$ cat config.mk
export PLATFORM = sky130hd
export DESIGN_NAME = arm_regfile_2w
export DESIGN_NICKNAME = d
export VERILOG_FILES = /design/src/rtl/arm_regfile_pkg.sv /design/src/rtl/arm_reg_cell.sv /design/src/rtl/arm_regfile_2w.sv
export SDC_FILE = /design/constraint.sdc
export NUM_CORES = 1
export LEC_CHECK = 0
export CAP_MARGIN = 0
export CELL_PAD_IN_SITES_DETAIL_PLACEMENT = 1
export CELL_PAD_IN_SITES_GLOBAL_PLACEMENT = 1
export CORE_ASPECT_RATIO = 1.25
export CORE_UTILIZATION = 40
export CTS_CLUSTER_DIAMETER = 60
export CTS_CLUSTER_SIZE = 14
export DETAILED_ROUTE_END_ITERATION = 10
export HOLD_SLACK_MARGIN = 0.12
export PLACE_DENSITY = 0.73
export SLEW_MARGIN = 30
export SYNTH_ARGS = -nofsm -noshare
export SYNTH_HDL_FRONTEND = slang
export SYNTH_HIERARCHICAL = 1
export SYNTH_SLANG_ARGS = --single-unit
$ cat constraint.sdc
create_clock -name Clk -period 2.8 [get_ports Clk]
set_input_delay 0.56 -clock Clk [delete_from_list [all_inputs] [get_ports Clk]]
set_output_delay 0.56 -clock Clk [all_outputs]
set_load 0.05 [all_outputs]
$ cat src/rtl/arm_regfile_pkg.sv
// Shared definitions for arm_regfile_2w: default sizes and the per-register write-select
// resolution (port 0 over port 1 over PC increment).
package arm_regfile_pkg;

  localparam int DEFAULT_DATA_W   = 32;
  localparam int DEFAULT_NUM_REGS = 16;
  localparam int DEFAULT_RD_PORTS = 3;
  localparam int PC_STEP          = 4;

  typedef enum logic [1:0] {
    SEL_HOLD = 2'd0,
    SEL_WR0  = 2'd1,
    SEL_WR1  = 2'd2,
    SEL_INC  = 2'd3
  } wr_sel_e;

  typedef struct packed {
    logic    ld;
    wr_sel_e sel;
  } wr_res_t;

  // Resolves which source loads a register; the caller turns sel into the next value.
  function automatic wr_res_t resolve_write(input logic hit0, input logic hit1, input logic inc);
    wr_res_t res;
    res.ld  = 1'b1;
    res.sel = SEL_HOLD;
    if (hit0) begin
      res.sel = SEL_WR0;
    end else if (hit1) begin
      res.sel = SEL_WR1;
    end else if (inc) begin
      res.sel = SEL_INC;
    end else begin
      res.sel = SEL_HOLD;
      res.ld  = 1'b0;
    end
    return res;
  endfunction

endpackage

$ cat src/rtl/arm_reg_cell.sv
// arm_reg_cell: one DATA_W-bit architectural register with load enable and
// synchronous active-low clear.
module arm_reg_cell #(
  parameter int DATA_W = 32
) (
  input  logic              Clk,
  input  logic              Clr,
  input  logic              ld,
  input  logic [DATA_W-1:0] d,
  output logic [DATA_W-1:0] q
);

  logic [DATA_W-1:0] q_r;

  // Register state: clear dominates load
  always_ff @(posedge Clk) begin
    if (!Clr) begin
      q_r <= '0;
    end else if (ld) begin
      q_r <= d;
    end
  end

  assign q = q_r;

endmodule

$ cat src/rtl/arm_regfile_2w.sv
// arm_regfile_2w: NUM_REGS x DATA_W register file, RD_PORTS combinational reads, two prioritised
// write ports and an auto-incrementing PC. Define ARM_REGFILE_BYPASS_EN for same-cycle write bypass.
module arm_regfile_2w
  import arm_regfile_pkg::*;
#(
  parameter int DATA_W   = DEFAULT_DATA_W,
  parameter int NUM_REGS = DEFAULT_NUM_REGS,
  parameter int ADDR_W   = $clog2(NUM_REGS),
  parameter int RD_PORTS = DEFAULT_RD_PORTS,
  parameter int PC_IDX   = NUM_REGS - 1,
  parameter int PC_STEP  = arm_regfile_pkg::PC_STEP
) (
  input  logic                       Clk,
  input  logic                       Clr,
  input  logic                       wr0_en,
  input  logic [ADDR_W-1:0]          wr0_addr,
  input  logic [DATA_W-1:0]          wr0_data,
  input  logic                       wr1_en,
  input  logic [ADDR_W-1:0]          wr1_addr,
  input  logic [DATA_W-1:0]          wr1_data,
  input  logic                       pc_inc,
  input  logic [RD_PORTS*ADDR_W-1:0] rd_addr,
  output logic [RD_PORTS*DATA_W-1:0] rd_data,
  output logic [DATA_W-1:0]          pc_out
);

  logic [DATA_W-1:0]   regs_s [NUM_REGS];
  logic [DATA_W-1:0]   nxt_s  [NUM_REGS];
  logic [NUM_REGS-1:0] ld_s;

  for (genvar i = 0; i < NUM_REGS; i++) begin : g_reg
    logic              hit0_s;
    logic              hit1_s;
    logic              inc_s;
    wr_res_t           res_s;
    logic [DATA_W-1:0] d_s;

    assign hit0_s  = wr0_en && (wr0_addr == ADDR_W'(i));
    assign hit1_s  = wr1_en && (wr1_addr == ADDR_W'(i));
    assign inc_s   = (i == PC_IDX) ? pc_inc : 1'b0;
    assign res_s   = resolve_write(hit0_s, hit1_s, inc_s);
    assign ld_s[i] = res_s.ld;

    // Next-value mux for this register; the increment path only ever selects on the PC
    always_comb begin
      d_s = regs_s[i];
      case (res_s.sel)
        SEL_WR0:  d_s = wr0_data;
        SEL_WR1:  d_s = wr1_data;
        SEL_INC:  d_s = regs_s[i] + DATA_W'(PC_STEP);
        SEL_HOLD: d_s = regs_s[i];
        default:  d_s = regs_s[i];
      endcase
    end

    assign nxt_s[i] = d_s;

    arm_reg_cell #(.DATA_W(DATA_W)) u_cell (
      .Clk (Clk),
      .Clr (Clr),
      .ld  (ld_s[i]),
      .d   (nxt_s[i]),
      .q   (regs_s[i])
    );
  end

  for (genvar k = 0; k < RD_PORTS; k++) begin : g_rd
    logic [ADDR_W-1:0] ra_s;
    logic [DATA_W-1:0] rv_s;

    assign ra_s = rd_addr[k*ADDR_W +: ADDR_W];

    // Read mux; with bypass, a pending (non-reset) load forwards its resolved value
    always_comb begin
      rv_s = regs_s[ra_s];
`ifdef ARM_REGFILE_BYPASS_EN
      if (Clr && ld_s[ra_s]) begin
        rv_s = nxt_s[ra_s];
      end else begin
        rv_s = regs_s[ra_s];
      end
`endif
    end

    assign rd_data[k*DATA_W +: DATA_W] = rv_s;
  end

  assign pc_out = regs_s[PC_IDX];

endmodule

==> out/qor.yml, run 1 <==
syn_avg_cell_area_um2: 10.2
fin_cells: 5933
grt_pass1_vias: 41357
syn_to_final_growth_pct: 22.2
critPathCaptureType: "primary output"
die_y_um: 369
reg2reg_to: "g_reg[15].u_cell/q[25]"
drc: 0
cts.sinks: 512
boundaryPins: 217
maxSlewHeadroom_pct: 39.6
critical_path_class: "input pin to primary output"
dp_cells: 5765
cts_tree: "done"
finalSetupViolCount: 74
fin_area_mm2: 0.0527
first_iter_violations: 4382
hold_violations: 0
grt_use_total_pct: 35.8
r2r_start: "g_reg[15].u_cell/q[4]"
io_buffers: 216
via_per_inst: 6.76
violations: "setup timing"
yosysSeqAreaShare_pct: 23.8
wl_um: 200000
cp.arrival_ns: 2.35
start_util_pct: 40.4
synth_seq_cells: 512
r2r_setup_slack_ns: 0.27
grt_max_degree: 72
holdPathStages: 2
min_period_over_period_pct: 104
numCtsBuffers: 55
critical_path_buf_inv_count: 5
clk_pin_slew_ns: 0.06
ys_types: 42
die-area_mm2: 0.109
setup_total_negative_slack_ns: -3.27
grt_pass1_wl_um: 286000
gp_congestion: 0.933
grt_overflow_total: 0
synth_enable_flop_cells: 0
power_density_mw_per_mm2: 357
syn-cell-area_mm2: 0.0432
wl_per_cell_um: 33.8
p_leak_uw: 0.0186
syn-num-nets: 4316
final_common_cell: "mux2i_1"
drive_gt1_share_pct: 29.6
vias: 40098
core_mm2: 0.107
cp_slowest_cell: "mux4_2"
max_stage_delay_ns: 0.54
max_freq_mhz: 344
ant_nets: 0
antenna_found_initial: 10
crit_fanout: 11
rows: 134
status: "finished with violations"
cts-root-buf: "clkbuf_16"
yosys_warnings: 6
min_to: "g_reg[4].u_cell/q[3]"
cts-htree-levels: 2
layout_min_cycle_time_ns: 2.91
path_cells: "clkbuf_16 > buf_16 > bufbuf_16 > buf_4 > mux4_2 > mux4_2 > buf_6"
drt_first_pass_iters: 5
largest_reg_flops: 512
netlist_instances: 4226
async_flop_share_pct: 0
ir_worst_vdd_mv: 0.443
reg2regPathDepth: 10
cp_common_cell: "mux4_2"
required_ns: 2.24
hp-class: "input pin to register"
drv_slew: 0
die_w_um: 296
fin_ws_ns: -0.108
fin_skew_ns: 0.0261
dpl_cell_area_mm2: 0.0489
clock_path_buffers: 3
clock_latency_ns: 0.65
mostFrequentLayoutCells: "mux2i_1, nor2b_1, mux4_2, dfxtp_1, a21oi_1"
drv.max_cap_violation_count: 0
nets: 4550
worstSetupStartpointType: "input pin"
worstHoldStart: "Clr"
place_hpwl_um: 134000
worst-slew-pin-transition_ns: 0.903
rsz0062_at_grt: "true"
crit_family: "buffers and inverters"
synth_ff_type: "dfxtp_1"
## repair_timing
| item | in CTS | in global routing |
|---|---|---|
| pin swaps | 0 | 0 |
| resized for setup | 286 | 89 |
| cloned | 16 | 5 |
| hold buffers | 0 | 0 |
| buffers inserted | 43 | 7 |
| setup endpoints to repair | 106 | 90 |
## where the power goes
part           total [µW]  switching [µW]  leakage, µW  internal, µW
logic                3320            1890       0.0134          1430
clock network        8130            3670     0.000931          4460
registers            7360            66.4      0.00421          7290
## layer usage
layer	vias to the layer above	track usage, %	wire length [µm]
met4	8	25.0	16200
met3	927	9.71	21200
li1	15974	-	-
met5	-	0	55
met2	2750	55.3	90200
met1	20439	43.2	72700
## cells in the mapped netlist (5+ instances only)
| master | n | area (µm²) |
|---|---|---|
| o21ai_0 | 189 | 946 |
| buf_4 | 59 | 443 |
| mux4_2 | 480 | 10800 |
| nand3_1 | 18 | 90.1 |
| nand4_1 | 11 | 68.8 |
| buf_1 | 56 | 210 |
| mux2i_1 | 993 | 9940 |
| buf_6 | 16 | 180 |
| o221ai_1 | 21 | 184 |
| buf_2 | 93 | 465 |
| o21ai_1 | 19 | 95.1 |
| nand2_1 | 244 | 916 |
| nand2b_1 | 8 | 50.1 |
| nor2_1 | 311 | 1170 |
| and3_1 | 9 | 56.3 |
| nor2b_1 | 514 | 3220 |
| nor3b_1 | 20 | 150 |
| a21oi_1 | 315 | 1580 |
| buf_12 | 48 | 961 |
| and2_1 | 5 | 31.3 |
| xnor2_1 | 8 | 70.1 |
| clkbuf_1 | 220 | 826 |
| dfxtp_1 | 512 | 10200 |
| xor2_1 | 21 | 184 |
## how the worst max path moves through the flow
stage	startpoint	end	slack [ns]	depth (start not counted)
6_report	rd_addr[5]	rd_data[60]	-0.11	7
5_1_grt	g_reg[3].u_cell/q[8]	rd_data[8]	-0.11	3
4_1_cts	rd_addr[9]	rd_data[84]	-0.11	6
3_5_place_dp	rd_addr[1]	rd_data[27]	-0.17	5
3_3_place_gp	rd_addr[1]	rd_data[27]	-0.15	5
2_1_floorplan	rd_addr[1]	rd_data[23]	0.06	5
## kinds of logic (layout without fill, tap and decap cells)
kind of cell	Yosys count	after routing	synth area share (%)
flip-flops	512	512	23.8
buffers and inverters	496	770	7.19
XOR/XNOR	29	29	0.589
AO/OA/AOI/OAI	550	550	6.59
adder cells (fa/ha/maj)	1	1	0.0290
AND/OR/NAND/NOR	1165	1165	13.8
other	0	5	0
multiplexers	1473	1473	48.1
## layout make-up
cell class / count / area [µm²]
diodes: 5 / 12.5
inverters: 3 / 11.3
repair buffers: 670 / 8390
fillers: 11406 / 54100
clock inverters: 29 / 370
well taps: 1428 / 1790
clock buffers: 68 / 1520
flip-flops and latches: 512 / 10500
multi-input cells: 3218 / 30100
## metrics by stage
stage	total power (µW)	setup WS, ns	hold slack, ns	utilization (%)
after floorplan	9240	0.0599	0.524	-
after global placement	10500	-0.145	0.540	45.8
after detailed placement	10500	-0.169	0.558	45.8
after CTS	18700	-0.109	0.354	49.1
after global routing	19200	-0.107	0.366	49.4
final	18800	-0.108	0.352	49.4
Power figures use the tool's default switching activity.
==> run 2, diff against run 1 <==
clock period = 3.15 ns   (was 2.8 ns; I/O delays follow)
==> run 2 against run 1 <==
Compared with the run above: the flow still finishes with violations (setup timing); final area down 6.0%; sequential power down 11%; critical path type is now register to primary output; power down 13%; first-iteration DRC count down 20%; final cell count down 3.1%; combinational power down 22%; wire length down 6.9%; hold slack better by 0.11 ns; largest cell class unchanged; critical endpoint is now rd_data[16]; largest power group unchanged; via count down 5.1%; non-clock buffer count down 184.
==> out/qor.yml, run 2 (same netlist as run 1, synthesis figures left out) <==
cp_common_cell: "mux4_2"
first_iter_violations: 3484  # -20%
cts-htree-levels: 2  # unchanged
path_cells: "mux4_2 > mux4_2 > buf_4"
fin_util_pct: 46.4  # -3.0 points
dpl_cell_area_mm2: 0.0476  # -2.7%
die_w_um: 296  # unchanged
worst-slew-pin-transition_ns: 0.994  # +0.0912 ns
cts_tree: "done"
wl_per_cell_um: 32.5  # -3.9%
r2r_setup_slack_ns: 0.54  # +0.27 ns
holdWs_ns: 0.466  # +0.114 ns
place_hpwl_um: 126000  # -6.1%
clk_pin_slew_ns: 0.08  # +0.02 ns
cp_slowest_cell: "dfxtp_1"
finalSetupViolCount: 2  # -97%
crit_family: "multiplexers"
critPathCaptureType: "primary output"
final_common_cell: "mux2i_1"
antenna_found_initial: 11  # +1
grt_use_total_pct: 33.7  # -2.1 points
seq_area_mm2: 0.0103  # -2.3%
hold_violations: 0  # unchanged
hp-class: "input pin to register"
ant_nets: 0  # unchanged
clock_path_buffers: 3  # unchanged
largest_reg_flops: 512  # unchanged
cp.arrival_ns: 2.55  # +0.20 ns
grt_pass1_vias: 38913  # -5.9%
gp_congestion: 0.912  # -2.2%
cts.sinks: 512  # unchanged
grt_max_degree: 91  # +26%
power_density_mw_per_mm2: 332  # -7.1%
die-area_mm2: 0.109  # unchanged
numCtsBuffers: 56  # +1.8%
holdPathStages: 2  # unchanged
drive_gt1_share_pct: 23.4  # -6.2 points
die_y_um: 369  # unchanged
syn_to_final_growth_pct: 14.8
max_freq_mhz: 314
required_ns: 2.52  # +0.28 ns
r2r_start: "g_reg[15].u_cell/q[11]"
fin_area_mm2: 0.0495  # -6.0%
grt_overflow_total: 0  # unchanged
fin_ws_ns: -0.0318  # +0.0758 ns
crit_fanout: 9  # -2
status: "finished with violations"
layout_min_cycle_time_ns: 3.18
dp_slack_ns: 0.0278  # +0.196 ns
critPathLaunch: "g_reg[15].u_cell/q[16]"
reg2reg_to: "g_reg[15].u_cell/q[31]"
critical_path_class: "register to primary output"
fin_skew_ns: 0.0130  # -0.0131 ns
maxSlewHeadroom_pct: 33.5  # -6.1 points
grt_pass1_wl_um: 270000  # -5.5%
p_leak_uw: 0.0170  # -8.3%
drt_first_pass_iters: 5  # unchanged
ir_worst_vdd_mv: 0.432  # -2.4%
clock_latency_ns: 0.66  # about the same
boundaryPins: 217  # unchanged
min_period_over_period_pct: 101
worstSetupStartpointType: "register"
multi_input_area_mm2: 0.0301  # unchanged
start_util_pct: 40.4  # unchanged
core_mm2: 0.107  # unchanged
cp.depth: 3  # -4
via_per_inst: 6.62  # -2.1%
drv.max_cap_violation_count: 0  # unchanged
violations: "setup timing"
mostFrequentLayoutCells: "mux2i_1, nor2b_1, dfxtp_1, mux4_2, a21oi_1"
wl_um: 187000  # -6.9%
cts_hold_buf: 0  # unchanged
crit_end: "rd_data[16]"
io_buffers: 216  # unchanged
vias: 38050  # -5.1%
post_cts_buffers: 0  # -100%
nets: 4367  # -4.0%
reg2regPathDepth: 7  # -3
max_stage_delay_ns: 0.57  # +0.03 ns
cts-root-buf: "clkbuf_16"
fillCellCount: 11637  # +2.0%
drv_slew: 0  # unchanged
drc: 0  # unchanged
rows: 134  # unchanged
rsz0062_at_grt: "false"
critical_path_buf_inv_count: 1  # -4
==> run 2: cell count changes in the layout (fill, tap and decap cells not counted), moves of 7 or more <==
cell | previous run | this run
buf_12 | 149 | 117
buf_16 | 23 | 1
buf_4 | 269 | 250
buf_6 | 66 | 4
buf_8 | 44 | 1
clkbuf_16 | 64 | 57
dfxtp_1 | 366 | 508
dfxtp_2 | 120 | 4
dfxtp_4 | 26 | 0
==> run 2: power by group <==
| group | switching (µW) | leakage, µW | internal [µW] |
|---|---|---|---|
| logic | 1540 | 0.0120 | 1040 |
| registers | 67.1 | 0.00413 | 6500 |
| clock network | 3330 | 0.000932 | 3950 |
| total | 4940 | 0.0170 | 11500 |
==> run 2: metrics by stage <==
step,instances,TNS (ns),power [µW]
finish,5748,-0.0409,16400
global route,5745,0,16800
CTS,5745,0,16400
detailed placement,5647,0,9230
global placement,5647,0,9190
floorplan,4226,0,8220
==> run 2: timing repair <==
action                     4_1_cts  5_1_grt
setup endpoints to repair        1        9
gates resized for setup          1        5
pin swaps                        0        0
==> run 2: worst min path at each step <==
stage                            from                     end  slack, ns
2_1_floorplan  g_reg[10].u_cell/q[31]  g_reg[10].u_cell/q[31]       0.52
3_3_place_gp    g_reg[2].u_cell/q[16]   g_reg[2].u_cell/q[16]       0.54
3_5_place_dp    g_reg[14].u_cell/q[7]   g_reg[14].u_cell/q[7]       0.56
4_1_cts                           Clr    g_reg[3].u_cell/q[5]       0.49
5_1_grt                           Clr    g_reg[3].u_cell/q[3]       0.52
6_report                          Clr   g_reg[12].u_cell/q[3]       0.47
==> run 2: area by class of cell <==
cell class                 count  area share [%]
sequential                   512            20.7
multi-input combinational   3218            60.8
timing repair buffer         486            11.0
clock buffer                  64            3.01
antenna                        3          0.0152
tap                         1428            3.61
inverter                       3          0.0227
clock inverter                34           0.844
==> run 2: metal layers <==
metal  share of wire, %  vias to the layer above  global-route usage, %
li1                   -                    15591                      -
met1                 38                    19730                   41.4
met2                 46                     2062                   53.5
met3                8.9                      653                   7.69
met4                7.0                       14                   21.0
met5              0.051                        -                      0
